**config.mk**
```make
export PLATFORM = sky130hd
export DESIGN_NAME = uart_receiver
export DESIGN_NICKNAME = d
export VERILOG_FILES = /design/src/rtl/uart_pkg.sv /design/src/rtl/uart_baud_tick_gen.sv /design/src/rtl/uart_receiver.sv
export SDC_FILE = /design/constraint.sdc
export NUM_CORES = 1
export LEC_CHECK = 0
export BUFFER_PORTS_ARGS = -buffer_cell sky130_fd_sc_hd__buf_2
export CAP_MARGIN = 25
export CORE_UTILIZATION = 25
export CTS_BUF_LIST = sky130_fd_sc_hd__clkbuf_4 sky130_fd_sc_hd__clkbuf_8 sky130_fd_sc_hd__clkbuf_16
export DETAILED_ROUTE_END_ITERATION = 8
export GPL_TIMING_DRIVEN = 1
export HOLD_SLACK_MARGIN = 0.06
export PLACE_DENSITY = 0.41
export SYNTH_ARGS = -nofsm -noshare
export SYNTH_HDL_FRONTEND = slang
export SYNTH_HIERARCHICAL = 1
export SYNTH_SLANG_ARGS = --single-unit
```
**constraint.sdc**
```tcl
create_clock -name clk -period 2.24 [get_ports clk]
set_input_delay 0.336 -clock clk [delete_from_list [all_inputs] [get_ports clk]]
set_output_delay 0.336 -clock clk [all_outputs]
set_load 0.02 [all_outputs]
```
**src/rtl/uart_pkg.sv**
```systemverilog
// Shared UART constants and receiver state encoding; the transmitter uses the same defaults.
package uart_pkg;

  typedef enum logic [1:0] {IDLE, START, DATA, STOP} rx_state_t;

  localparam int UART_CLK_FREQ  = 100_000_000;
  localparam int UART_BAUD      = 9600;
  localparam int UART_OVERSAMPLE = 16;
  localparam int UART_DATA_BITS = 8;

  // Clocks per oversample tick, integer floor.
  function automatic int tick_div(input int clk_freq, input int baud, input int os);
    return clk_freq / (baud * os);
  endfunction

endpackage

```
**src/rtl/uart_baud_tick_gen.sv**
```systemverilog
// Free-running oversample tick: one-clock pulse every CLK_FREQ/(BAUD*OVERSAMPLE) clocks.
module uart_baud_tick_gen
  import uart_pkg::*;
#(
  parameter int CLK_FREQ   = UART_CLK_FREQ,
  parameter int BAUD       = UART_BAUD,
  parameter int OVERSAMPLE = UART_OVERSAMPLE
) (
  input  logic clk,
  input  logic reset,
  output logic tick
);

  localparam int TICK_DIV = tick_div(CLK_FREQ, BAUD, OVERSAMPLE);
  localparam int DW = $clog2(TICK_DIV + 1);
  localparam logic [DW-1:0] DIV_LAST = DW'(TICK_DIV - 1);

  logic [DW-1:0] div_cnt;

  always_ff @(posedge clk or negedge reset) begin
    if (!reset) begin
      div_cnt <= '0;
      tick    <= 1'b0;
    end else if (div_cnt == DIV_LAST) begin
      div_cnt <= '0;
      tick    <= 1'b1;
    end else begin
      div_cnt <= div_cnt + 1'b1;
      tick    <= 1'b0;
    end
  end

endmodule

```
**src/rtl/uart_receiver.sv**
```systemverilog
// UART receive stage: 2-flop sync, oversampled mid-bit sampling, one-entry valid/ready holding register.
module uart_receiver
  import uart_pkg::*;
#(
  parameter int CLK_FREQ   = UART_CLK_FREQ,
  parameter int BAUD       = UART_BAUD,
  parameter int OVERSAMPLE = UART_OVERSAMPLE,
  parameter int DATA_BITS  = UART_DATA_BITS
) (
  input  logic                 clk,
  input  logic                 reset,
  input  logic                 rx,
  input  logic                 rx_ready,
  output logic [DATA_BITS-1:0] rx_data,
  output logic                 rx_valid,
  output logic                 frame_err,
  output logic                 overrun,
  output logic                 busy
);

  localparam int CW = $clog2(OVERSAMPLE);
  localparam int IW = $clog2(DATA_BITS);
  localparam logic [CW-1:0] SC_HALF = CW'(OVERSAMPLE / 2 - 1);
  localparam logic [CW-1:0] SC_LAST = CW'(OVERSAMPLE - 1);
  localparam logic [IW-1:0] BI_LAST = IW'(DATA_BITS - 1);

  logic                 tick;
  logic                 rx_meta, rx_s;
  rx_state_t            state_q, state_d;
  logic [CW-1:0]        cnt_q, cnt_d;
  logic [IW-1:0]        bit_q, bit_d;
  logic [DATA_BITS-1:0] shift_q;
  logic                 shift_en, commit;

  uart_baud_tick_gen #(
    .CLK_FREQ  (CLK_FREQ),
    .BAUD      (BAUD),
    .OVERSAMPLE(OVERSAMPLE)
  ) u_tick (
    .clk  (clk),
    .reset(reset),
    .tick (tick)
  );

  // Synchronizer resets to the idle level so reset release never looks like a start bit.
  always_ff @(posedge clk or negedge reset) begin
    if (!reset) begin
      rx_meta <= 1'b1;
      rx_s    <= 1'b1;
    end else begin
      rx_meta <= rx;
      rx_s    <= rx_meta;
    end
  end

  always_ff @(posedge clk or negedge reset) begin
    if (!reset) begin
      state_q <= IDLE;
      cnt_q   <= '0;
      bit_q   <= '0;
      shift_q <= '0;
    end else begin
      state_q <= state_d;
      cnt_q   <= cnt_d;
      bit_q   <= bit_d;
      if (shift_en) shift_q <= {rx_s, shift_q[DATA_BITS-1:1]};
    end
  end

  always_comb begin
    state_d  = state_q;
    cnt_d    = cnt_q;
    bit_d    = bit_q;
    shift_en = 1'b0;
    commit   = 1'b0;
    if (tick) begin
      case (state_q)
        IDLE: if (!rx_s) begin
          state_d = START;
          cnt_d   = '0;
        end
        START: if (cnt_q == SC_HALF) begin
          cnt_d   = '0;
          bit_d   = '0;
          state_d = rx_s ? IDLE : DATA;  // line back high at mid start bit: glitch
        end else cnt_d = cnt_q + 1'b1;
        DATA: if (cnt_q == SC_LAST) begin
          cnt_d    = '0;
          shift_en = 1'b1;
          bit_d    = bit_q + 1'b1;
          if (bit_q == BI_LAST) state_d = STOP;
        end else cnt_d = cnt_q + 1'b1;
        STOP: if (cnt_q == SC_LAST) begin
          cnt_d   = '0;
          commit  = 1'b1;
          state_d = IDLE;
        end else cnt_d = cnt_q + 1'b1;
        default: state_d = IDLE;
      endcase
    end
  end

  // A commit may land in the same clock the consumer drains the old byte.
  always_ff @(posedge clk or negedge reset) begin
    if (!reset) begin
      rx_data   <= '0;
      rx_valid  <= 1'b0;
      frame_err <= 1'b0;
      overrun   <= 1'b0;
    end else if (commit) begin
      if (!rx_valid || rx_ready) begin
        rx_data   <= shift_q;
        frame_err <= ~rx_s;
        rx_valid  <= 1'b1;
      end else begin
        overrun <= 1'b1;
      end
    end else if (rx_valid && rx_ready) begin
      rx_valid <= 1'b0;
    end
  end

  assign busy = (state_q != IDLE);

endmodule

```
==> results.md <==
* 0 — diode count
* 0 — GRT Residual Overflow
* sky130_fd_sc_hd__dfrtp_1 (52%), sky130_fd_sc_hd__mux2_2 (10%), sky130_fd_sc_hd__ha_1 (3.3%) — biggest area contributors in the synthesized netlist
* sky130_fd_sc_hd__clkbuf_8 — root buffer cell
* 1.00 — Async SR Flop Fraction
* 0 — Final Hold Fails
* 0.143 — met2 Track Usage GR
* flop — CP Capture Type
* 5 — CTS Buf Count
* 2.42 ns — data required time at the worst endpoint
* 42 — number of library cell types mapped by synthesis
* 208 µV — worst vdd rail ir drop
* 170 — final-stage net count
* 0.258 — Initial Utilization
* 0.550 — sequential cell area fraction in the yosys report
* 0 — hold buffer count at CTS
* 0 — CTS resizes
* 6 — warning count from the yosys run
* 0.0959 — GRT Util Overall
* 1.94 ns — final critical delay including setup and external delays
* 16 — I/O pin total
* 1.02 nW — leakage power
* 2 — H-Tree Level Count
* 0.0109 ns — setup clock skew after layout
* 0 — Finish-stage setup viols
* 0.522 — area share of the leading cell type in the synthesized netlist
* false — unrepaired setup endpoints after global routing
* 0 — MaxCap Viol Count
* 0.0299 — Global Route met3 Usage
* 0 ns — setup tns final
* 1870 µm² — synthesized cell area
* 12.1 µm — average wire per standard cell
* 0.29 ns — clock network latency to the later pin of the worst-skew pair
* 41 — number of clock sinks
* flop — startpoint kind of the worst setup timing path
* 13.2 µm² — average cell area after synthesis
* 0 — Post-synth EDFFs
* 744 — filler cell count
* 15.0% — area added between synthesis and finish
* 81 — first-iteration detailed-routing DRC count
* finished, final reports clean — status
* 0.358 — share of cells above drive strength 1
* 5.57 mm — global-route wire length before repair
* 0.09 ns — clock transition at the register clock pins on the worst setup and hold paths after CTS
* 7830 µm² — Die Outline Area
* 0 — post-CTS setup buffers
* sky130_fd_sc_hd__dfrtp_1 (39), sky130_fd_sc_hd__mux2_2 (17), sky130_fd_sc_hd__nand2_1 (6), sky130_fd_sc_hd__nand3_1 (6) — most frequent cells after synthesis
* 2.15 mm — total half-perimeter wirelength after legalization and detailed placement
* 0.864 — fraction of the cycle the final worst path needs
* 0 — remaining routing DRC violations
* cnt_q[0] — reg2reg start
* 2.11 ns — CP Data Arrival Time
* 31 — Placement Rows
* 0.30 ns — worst reg-to-reg setup slack
* 7250 µm² — core outline area
* 0 — final max-slew violation count
* 42 — maximum number of pins on one net before global-route repair
* 151 — nets in the synthesized netlist
* 0.747 — final RePlAce weighted congestion
* 3.17 mm — routed wire length
* 4.37 — Via density
* 15 — count of buffers from port buffering
* sky130_fd_sc_hd__dfrtp_1 — most used flip-flop cell after synthesis
* 0.533 ns — Worst-Margin Slew
* 2 — Clock Path Buffers
* 0.645 — worst slew margin relative to its limit
* 4 — first drt pass iteration count
* 88.5 µm — die width
* 0 — antenna violations before repair
* 1140 — routed vias
* 0 — DRT antenna net count
* met2 — GRT Max-Usage Layer
* done — TritonCTS clock tree
* primary input to async pin — path category of the worst min-delay check
* 632 nW/µm² — pwr dens
* flop to flop — critical path class
* sky130_fd_sc_hd__dfrtp_1 — most instantiated library cell after synthesis
* cnt_q[0] — Critical Path Source
* 1.36 mW — total power after layout
* 2040 µm² — total placed instance area
* 2150 µm² — post-layout instance area
* 11 — top fanout value on the critical path
* sky130_fd_sc_hd__dfrtp_1 — top cell type by total area after synthesis
* 4 — cell depth of the worst flop-to-flop path
* shift_q[3] — endpoint of the lowest-slack register-to-register path
* 1143 — number of global-route vias before repair
* 142 — count of mapped cells out of synthesis
* 0.120 — met1 Usage GRT
* 41 — Yosys reg bits
* 88.5 µm — Vert. Die Dim
* 0.517 GHz — highest attainable clock frequency
-- final cells by class --
cell class,count,area [µm²],share of cell area
inverters,5,18.8,0.00873
clock inverters,2,35.0,0.0163
multi-input cells,92,786,0.365
repair buffers,16,82.6,0.0384
flip-flops and latches,41,1030,0.478
clock buffers,6,76.3,0.0355
well taps,99,124,0.0576
-- critical path, cell delays in order (launching register included) --
cell	delay, ns
sky130_fd_sc_hd__dfrtp_1	0.41
sky130_fd_sc_hd__ha_1	0.25
sky130_fd_sc_hd__and4_4	0.28
sky130_fd_sc_hd__nor3b_4	0.49
sky130_fd_sc_hd__mux2_2	0.39
-- cell usage in the layout (no fill, tap or decap), types with 2 or more instances in the layout --
cell | Yosys | final
sky130_fd_sc_hd__a21oi_1 | 4 | 4
sky130_fd_sc_hd__a22o_1 | 2 | 2
sky130_fd_sc_hd__a22o_2 | 2 | 2
sky130_fd_sc_hd__and4_2 | 2 | 2
sky130_fd_sc_hd__buf_2 | 0 | 15
sky130_fd_sc_hd__clkbuf_8 | 0 | 5
sky130_fd_sc_hd__dfrtp_1 | 39 | 39
sky130_fd_sc_hd__dfstp_2 | 2 | 2
sky130_fd_sc_hd__ha_1 | 5 | 5
sky130_fd_sc_hd__inv_1 | 5 | 5
sky130_fd_sc_hd__mux2_2 | 17 | 17
sky130_fd_sc_hd__nand2_1 | 6 | 6
sky130_fd_sc_hd__nand3_1 | 6 | 6
sky130_fd_sc_hd__nand3b_1 | 2 | 2
sky130_fd_sc_hd__nor2_1 | 5 | 5
sky130_fd_sc_hd__o2111ai_1 | 2 | 2
sky130_fd_sc_hd__o21a_1 | 2 | 2
sky130_fd_sc_hd__o21ai_0 | 4 | 4
sky130_fd_sc_hd__o31ai_1 | 3 | 3
sky130_fd_sc_hd__or2_2 | 2 | 2
sky130_fd_sc_hd__or3b_1 | 2 | 2
sky130_fd_sc_hd__xnor2_1 | 5 | 5
sky130_fd_sc_hd__xor2_1 | 2 | 2
-- where the power goes --
group | leakage (nW) | internal [mW] | switching (mW) | total, mW
registers | 0.552 | 0.743 | 0.00102 | 0.744
clock network | 0.0586 | 0.343 | 0.253 | 0.596
logic | 0.409 | 0.00376 | 0.0163 | 0.0201
-- registers in the layout, summed over array words and instances, names as in the netlist, named ones only --
register        cells
bit_q               3
u_tick/div_cnt     10
state_q             1
frame_err           1
rx_s                1
shift_q             8
overrun             1
rx_data             8
rx_valid            1
u_tick/tick         1
rx_meta             1
cnt_q               4
-- worst max-delay path by stage --
stage	slack, ns	end
5_1_grt	0.19	shift_q[6]
3_5_place_dp	0.31	shift_q[3]
2_1_floorplan	0.60	shift_q[0]
6_report	0.30	shift_q[3]
3_3_place_gp	0.36	shift_q[0]
4_1_cts	0.30	shift_q[3]
-- cells by family (layout without fill, tap and decap cells) --
kind of cell / count (synthesis) / count (layout) / synth area share
buffers and inverters: 9 / 29 / 0.0301
AND/OR/NAND/NOR: 37 / 37 / 0.145
adder cells (fa/ha/maj): 5 / 5 / 0.0334
multiplexers: 19 / 19 / 0.116
AO/OA/AOI/OAI: 24 / 24 / 0.0930
XOR/XNOR: 7 / 7 / 0.0328
flip-flops: 41 / 41 / 0.550
-- metal layers --
metal | vias up | wire length (µm)
li1 | 553 | -
met1 | 571 | 1550
met2 | 11 | 1460
met3 | 5 | 93
met4 | 0 | 58
met5 | - | 0
-- stage by stage --
step	util	worst slack [ns]	hold slack, ns	std cells
6_report	0.297	0.304	0.0908	261
5_1_grt	0.297	0.193	0.128	261
4_1_cts	0.297	0.296	0.117	261
3_5_place_dp	0.281	0.311	0.347	253
3_3_place_gp	0.281	0.363	0.346	253
2_1_floorplan	-	0.605	0.0404	142
No activity file was read; power rests on OpenSTA's default activity.
